[src/rtl/mem_arbiter.sv]
// mem_arbiter: shares one byte-wide synchronous RAM port between the fetch
// (IF) requester and the load/store (MEM) requester. Each access is split
// into consecutive byte transactions, and read bytes are assembled
// little-endian into a zero-extended 32-bit result.
//
// Handshake: a requester raises req with its operands and keeps them until
// its ready output pulses for one cycle. In that cycle the read data is
// valid (loads and fetches), or every byte has been written (stores). The
// requester then drops or replaces req in the following cycle. Operands
// are latched at grant, so any later change to them has no effect.
module mem_arbiter #(
    parameter int ADDR_WIDTH = 32,
    parameter int RAM_LAT    = 1
) (
    input  logic                  clk,
    input  logic                  rst,
    input  logic                  if_req,
    input  logic [ADDR_WIDTH-1:0] if_addr,
    output logic                  if_ready,
    output logic [31:0]           if_data,
    input  logic                  mem_req,
    input  logic                  mem_we,
    input  logic [1:0]            mem_size,
    input  logic [ADDR_WIDTH-1:0] mem_addr,
    input  logic [31:0]           mem_wdata,
    output logic                  mem_ready,
    output logic [31:0]           mem_rdata,
    output logic                  ram_ce,
    output logic                  ram_we,
    output logic [ADDR_WIDTH-1:0] ram_addr,
    output logic [7:0]            ram_wdata,
    input  logic [7:0]            ram_rdata,
    output logic                  stall_req
);

    typedef enum logic [1:0] {IDLE, ISSUE, WAIT, DONE} state_t;

    localparam logic [2:0] LAT = 3'(RAM_LAT);

    state_t                state;
    state_t                state_next;

    // Latched copy of the granted request.
    logic                  gnt_mem;
    logic [ADDR_WIDTH-1:0] addr_q;
    logic [1:0]            last_q;
    logic                  we_q;
    logic [31:0]           wdata_q;

    // Cycles since the first byte issue. It is the issue index while in
    // ISSUE. It runs RAM_LAT ahead of the capture index.
    logic [2:0]            cyc;
    logic [31:0]           rdata_q;

    logic                  grant;
    logic [1:0]            req_last;
    logic                  issue_last;
    logic [2:0]            cap_idx;
    logic                  cap_en;
    logic                  cap_last;
    logic [31:0]           rdata_merged;

    assign grant      = (state == IDLE) && (mem_req || if_req);
    assign issue_last = (state == ISSUE) && (cyc[1:0] == last_q);
    assign cap_idx    = cyc - LAT;
    assign cap_en     = ((state == ISSUE) || (state == WAIT)) && !we_q &&
                        (cyc >= LAT) && (cap_idx <= {1'b0, last_q});
    assign cap_last   = cap_en && (cap_idx[1:0] == last_q);
    assign stall_req  = (if_req & ~if_ready) | (mem_req & ~mem_ready);

    // Index of the final byte of the request being granted (MEM wins).
    always_comb begin
        req_last = 2'd3;
        if (mem_req) begin
            case (mem_size)
                2'b00:   req_last = 2'd0;
                2'b01:   req_last = 2'd1;
                default: req_last = 2'd3;
            endcase
        end
    end

    // Read word with the byte arriving this cycle already merged in.
    always_comb begin
        rdata_merged = rdata_q;
        if (cap_en) begin
            rdata_merged[{cap_idx[1:0], 3'b000} +: 8] = ram_rdata;
        end
    end

    // State register.
    always_ff @(posedge clk or negedge rst) begin
        if (!rst) begin
            state <= IDLE;
        end else begin
            state <= state_next;
        end
    end

    // Next-state logic.
    always_comb begin
        state_next = state;
        case (state)
            IDLE:    if (mem_req || if_req) state_next = ISSUE;
            ISSUE:   if (issue_last) state_next = we_q ? DONE : WAIT;
            WAIT:    if (cap_last) state_next = DONE;
            DONE:    state_next = IDLE;
            default: state_next = IDLE;
        endcase
    end

    // Datapath: request latch, byte issue, read assembly and ready pulses.
    always_ff @(posedge clk or negedge rst) begin
        if (!rst) begin
            gnt_mem   <= 1'b0;
            addr_q    <= '0;
            last_q    <= 2'd0;
            we_q      <= 1'b0;
            wdata_q   <= 32'd0;
            cyc       <= 3'd0;
            rdata_q   <= 32'd0;
            ram_ce    <= 1'b0;
            ram_we    <= 1'b0;
            ram_addr  <= '0;
            ram_wdata <= 8'd0;
            if_ready  <= 1'b0;
            if_data   <= 32'd0;
            mem_ready <= 1'b0;
            mem_rdata <= 32'd0;
        end else begin
            ram_ce    <= 1'b0;
            ram_we    <= 1'b0;
            ram_addr  <= '0;
            ram_wdata <= 8'd0;
            if_ready  <= 1'b0;
            mem_ready <= 1'b0;
            case (state)
                IDLE: begin
                    if (grant) begin
                        gnt_mem   <= mem_req;
                        addr_q    <= mem_req ? mem_addr : if_addr;
                        last_q    <= req_last;
                        we_q      <= mem_req & mem_we;
                        wdata_q   <= mem_req ? mem_wdata : 32'd0;
                        cyc       <= 3'd0;
                        rdata_q   <= 32'd0;
                        ram_ce    <= 1'b1;
                        ram_we    <= mem_req & mem_we;
                        ram_addr  <= mem_req ? mem_addr : if_addr;
                        ram_wdata <= (mem_req & mem_we) ? mem_wdata[7:0] : 8'd0;
                    end
                end
                ISSUE, WAIT: begin
                    cyc     <= cyc + 3'd1;
                    rdata_q <= rdata_merged;
                    if ((state == ISSUE) && !issue_last) begin
                        ram_ce    <= 1'b1;
                        ram_we    <= we_q;
                        ram_addr  <= addr_q + ADDR_WIDTH'(cyc) + ADDR_WIDTH'(1);
                        ram_wdata <= we_q ? wdata_q[{cyc[1:0] + 2'd1, 3'b000} +: 8] : 8'd0;
                    end
                    if (state_next == DONE) begin
                        if (gnt_mem) begin
                            mem_ready <= 1'b1;
                            if (!we_q) mem_rdata <= rdata_merged;
                        end else begin
                            if_ready <= 1'b1;
                            if_data  <= rdata_merged;
                        end
                    end
                end
                default: begin
                end
            endcase
        end
    end

endmodule

[config.mk]
export PLATFORM = sky130hd
export DESIGN_NAME = mem_arbiter
export DESIGN_NICKNAME = d
export VERILOG_FILES = /design/src/rtl/mem_arbiter.sv
export SDC_FILE = /design/constraint.sdc
export NUM_CORES = 1
export LEC_CHECK = 0
export CELL_PAD_IN_SITES_DETAIL_PLACEMENT = 1
export CELL_PAD_IN_SITES_GLOBAL_PLACEMENT = 1
export CORE_AREA = 2 2 180 111
export DETAILED_ROUTE_END_ITERATION = 8
export DIE_AREA = 0 0 182 113
export DONT_BUFFER_PORTS = 1
export PLACE_DENSITY = 0.86
export SYNTH_ARGS = -nofsm -noshare
export SYNTH_HDL_FRONTEND = slang
export SYNTH_SLANG_ARGS = --single-unit
[constraint.sdc]
create_clock -name clk -period 6.25 [get_ports clk]
set_clock_uncertainty 0.15 [all_clocks]
set_input_delay 1.25 -clock clk [delete_from_list [all_inputs] [get_ports clk]]
set_output_delay 1.25 -clock clk [all_outputs]
set_load 0.005 [all_outputs]
# Word-level counts from Yosys, hierarchy flattened
# Cells that the tools add are included.
# totals
reg_bits	213
wordCells	97
# op_classes
add_sub_neg	6
order_cmp	2
eq_ne	8
shift	3
mux	35
n_bitwise	8
reduce_logical	19
# op_table
operator	n
32-bit two-way mux	6
32-bit case mux with 2 select lines	2
32-bit by 1-bit adder with 32-bit output (second input constant)	1
32-bit by 3-bit adder with 32-bit output	1
32-bit bitwise mux	1
8-bit two-way mux	4
8-bit by 7-bit variable shift with 32-bit output (first input constant)	1
32-bit by 6-bit indexed part select with 8-bit output	1
8-bit by 7-bit indexed part select with 32-bit output	1
8-bit case mux with 2 select lines	1
1-bit two-way mux	11
2-bit two-way mux	4
2-bit case mux with 4 select lines	1
1-bit logical AND	7
5-bit negator with 7-bit output	1
2-bit == test (second input constant)	3
3-bit case mux with 2 select lines	1
2-bit by 1-bit == test with 1-bit output (second input constant)	2
2-bit == test	2
2-bit zero test	2
1-bit NOT	4
1-bit case mux with 2 select lines	2
2-bit case mux with 2 select lines	1
2-bit AND reduction	2
other kinds (15)	19

# Longest topological paths before layout
# depth
word_depth	11
ltp_mapped	11

# Least setup slack after synthesis
# OpenSTA, ideal clock, no wires.
# synth_path
path_kind	reg2reg
from	reg cyc[0]
to	reg rdata_q[24]
setup_ns	0.078
arrival_ns	2.848
required_ns	6.022
setup_slack_ns	3.174
stages_incl_launch_ff	11
synth_period_minus_slack_ns	3.076
cell_sequence	dfrtp_1 -> inv_1 -> ha_1 -> inv_1 -> ha_1 -> nor2b_1 -> o21ai_1 -> nand4_1 -> or3_1 -> clkbuf_1 -> o2bb2ai_1
# synth_between
elab_chain_cells	6
elab_cells_between_ends	11
classes_between	add/sub: 2; order compare: 2; shift: 2; mux: 3; reduce/logical: 2
# synth_rtl
item	line	rtl
start: declaration	52	logic [2:0] cyc;
start signal: assignment	154	cyc <= cyc + 3'd1;
3-bit by 1-bit subtractor with 3-bit output	65	assign cap_idx = cyc - LAT;
5-bit negator with 7-bit output	87	rdata_merged[{cap_idx[1:0], 3'b000} +: 8] = ram_rdata;
8-bit by 7-bit indexed part select with 32-bit output or 8-bit by 7-bit variable shift with 32-bit output (tied branches)	87	
32-bit bitwise mux	87	
32-bit two-way mux *	86	if (cap_en) begin
32-bit case mux with 2 select lines *	137	case (state)
end signal: assignment	155	rdata_q <= rdata_merged;
end: declaration	53	logic [31:0] rdata_q;
# Every way passes the cells marked *; elsewhere a longest branch is shown, timed or not.
# A chain may end at the register's enable or synchronous reset.

# Worst setup path after layout
# layout_path
from	reg cyc[0]
to	reg rdata_q[17]
# The elaborated chain is that of the path after synthesis.

==> out/qor.json <==
{
  "run_status": {
    "outcome": "finished clean"
  },
  "sta": {
    "setup_viol_count_final": 0,
    "grt_setup_unrepaired": "no",
    "worst-slew-pin-transition_ns": 1.34,
    "final.min_clock_period_ns": 5.24,
    "slew_viol_final": 0,
    "fmax_mhz": 191,
    "timing.final.crit_share_pct": 83.9,
    "relSlewSlack_pct": 10.8,
    "setup-tns-final_ns": 0,
    "hold_violations": 0
  },
  "global_route": {
    "grt_pass1_vias": 7376,
    "grt_max_degree": 214,
    "global_route.usage.total_pct": 27.3,
    "initial_antenna_violation_count": 0,
    "grt_remaining_overflow": 0,
    "grt_first_pass_wirelength_um": 43700
  },
  "clock_network": {
    "clock_insertion_delay_worst_skew_ns": 0.50,
    "clock_sinks": 213,
    "cts_tree": "built",
    "cts_made_buffers": 21,
    "cts.htree.levels": 1,
    "cts_root_buf": "sky130_fd_sc_hd__clkbuf_16",
    "post_cts_hold_buffer_count": 0,
    "post-cts-setup-buffer-count": 0,
    "cts.path.max_buffers": 3,
    "cts.clk_slew.worst_paths_ns": 0.07,
    "post_cts_resized": 0
  },
  "yosys": {
    "ys_dominant_reg_cell": "sky130_fd_sc_hd__dfrtp_1",
    "syn-mean-instance-area_um2": 11.5,
    "synthesis.nets": 1003,
    "synth-seq-cells": 213,
    "post_synth_num_cell_types": 53,
    "yosys_warnings": 0,
    "synth_sequential_area_ratio_pct": 53.0,
    "synthesis.instances": 875,
    "synth_async_sr_flop_share_pct": 100,
    "synth_edf_count": 0,
    "syn_area_mm2": 0.0101
  },
  "worst_setup_path": {
    "end_kind": "flip-flop",
    "cp_data_arrival_time_ns": 5.52,
    "worst-r2r-setup-slack_ns": 1.01,
    "timing.critical_path.required_ns": 6.53,
    "setup.worst_path.class": "flip-flop to flip-flop",
    "critical_path.startpoint_type": "flip-flop",
    "worstPathMaxFanout": 20
  },
  "layout": {
    "utilization_pct": 57.6,
    "area_growth_pct": 7.87,
    "antenna_cells": 0,
    "layout-drive-gt1-share_pct": 14.3,
    "commonest_cells_after_routing_fill_and_taps_aside": "213 x sky130_fd_sc_hd__dfrtp_1, 112 x sky130_fd_sc_hd__nand2_1, 44 x sky130_fd_sc_hd__nand3_1, 40 x sky130_fd_sc_hd__mux2i_1",
    "nets": 981,
    "layout_commonest_cell": "sky130_fd_sc_hd__dfrtp_1"
  },
  "routing": {
    "num_vias": 7070,
    "first_pass_iters": 6,
    "vias_per_std_cell": 6.36,
    "postRouteWirelength_um": 27900,
    "dr.first_iter.drc_count": 506,
    "antenna_violating_nets_left": 0,
    "mean_routed_wirelength_per_cell_um": 25.1,
    "detail_route.drc_violations": 0
  },
  "power_and_ir_drop": {
    "cellLeakagePower_nw": 5.13,
    "powerDensity_mw_per_mm2": 477,
    "ir_drop_mv": 0.230
  },
  "die": {
    "design.core.area_mm2": 0.0188,
    "die_x_um": 182,
    "initial_core_utilization_pct": 53.4,
    "die-area_mm2": 0.0206,
    "num_io_pins": 220,
    "num_rows": 39,
    "die_height_um": 113
  },
  "placed_design": {
    "gpl.final_weighted_congestion": 0.834,
    "portBuffers": 0,
    "post-dp-hpwl_um": 19200
  },
  "job": {
    "max_cap_viol_count": 0
  },
  "min_path": {
    "hold_path_class": "primary input to asynchronous set/reset pin"
  }
}
layer usage:
layer  share of wire (%)  vias to the layer above  wire (µm)  GRT usage [%]
met1                  47                     3654      13200           41.6
li1                    -                     3071          -              -
met3                 8.9                       41       2490           8.05
met4                 1.8                        0        505           5.38
met2                  42                      304      11700           38.8
met5                   0                        -          0              0
report_power, final:
| part | internal [W] | switching [W] | total [W] |
|---|---|---|---|
| sequential | 0.00178 | 0.000388 | 0.00216 |
| combinational | 0.000657 | 0.00110 | 0.00176 |
| clock | 0.000718 | 0.000539 | 0.00126 |
sequential cells by signal, summed over array words and instances, names as in the netlist:
name and flops:
state 2, mem_ready 1, ram_wdata 8, ram_ce 1, addr_q 32, if_data 32
if_ready 1, cyc 3, we_q 1, wdata_q 32, ram_addr 32, mem_rdata 32
ram_we 1, last_q 2, rdata_q 32, gnt_mem 1
final cells by class:
| type | count | area [µm²] |
|---|---|---|
| clock buffer | 29 | 606 |
| clock inverter | 6 | 61.3 |
| sequential | 213 | 5330 |
| fill | 1903 | 7980 |
| tap | 246 | 308 |
| timing repair buffer | 8 | 60.1 |
| inverter | 23 | 86.3 |
| multi-input combinational | 586 | 4410 |
worst max-delay path: stages, from the launching register on:
cell and delay, ns:
sky130_fd_sc_hd__dfrtp_1 0.98, sky130_fd_sc_hd__inv_1 0.38, sky130_fd_sc_hd__ha_1 0.79, sky130_fd_sc_hd__inv_1 0.26, sky130_fd_sc_hd__ha_1 0.39, sky130_fd_sc_hd__nor2b_1 0.15
sky130_fd_sc_hd__o21ai_1 0.53, sky130_fd_sc_hd__nand4_1 0.55, sky130_fd_sc_hd__nor4_2 0.75, sky130_fd_sc_hd__a22o_1 0.24
final timing paths:
| kind | start | endpoint | depth (start not counted) |
|---|---|---|---|
| setup / recovery | cyc[0] | rdata_q[17] | 9 |
| hold / removal | rst | ram_addr[31] | 0 |
| setup reg to reg | cyc[0] | rdata_q[17] | 9 |
| hold reg to reg | wdata_q[19] | wdata_q[19] | 2 |
| max in group asynchronous | rst | ram_addr[0] | 0 |
| min in group clk | wdata_q[19] | wdata_q[19] | 2 |
synthesized netlist by cell type, types with 24 or more instances:
cell	instances	area share (%)
sky130_fd_sc_hd__a22o_1	34	3.0
sky130_fd_sc_hd__clkbuf_1	36	1.3
sky130_fd_sc_hd__dfrtp_1	213	53
sky130_fd_sc_hd__mux2_2	34	3.8
sky130_fd_sc_hd__mux2_4	29	4.3
sky130_fd_sc_hd__mux2i_1	40	4.0
sky130_fd_sc_hd__nand2_1	112	4.2
sky130_fd_sc_hd__nand3_1	44	2.2
sky130_fd_sc_hd__nor2_1	31	1.2
sky130_fd_sc_hd__o21ai_0	32	1.6
sky130_fd_sc_hd__o22ai_1	27	1.7
sky130_fd_sc_hd__o2bb2ai_1	24	2.1
sky130_fd_sc_hd__xor2_1	30	2.6
logic make-up (layout without fill, tap and decap cells):
family          Yosys count  count (layout)  synth area share, %
mux                     112             112                 14.0
buf+inv                  76              66                 3.38
flops                   213             213                 53.0
fa+ha+maj                17              17                 2.19
compound gates          158             158                 11.2
xor+xnor                 32              32                 2.86
simple gates            267             267                 13.4
stage by stage:
step	setup slack [ns]	hold slack [ns]	instance area [µm²]	std cells	power, W
floorplan	3.17	0.283	10100	875	0.00338
detailed placement	1.25	0.309	10200	1076	0.00389
global route	0.638	0.278	10900	1111	0.00547
CTS	1.13	0.283	10900	1111	0.00517
finish	1.01	0.292	10900	1111	0.00518
global placement	1.66	0.298	10200	1076	0.00377
(Power assumes the default switching activity.)
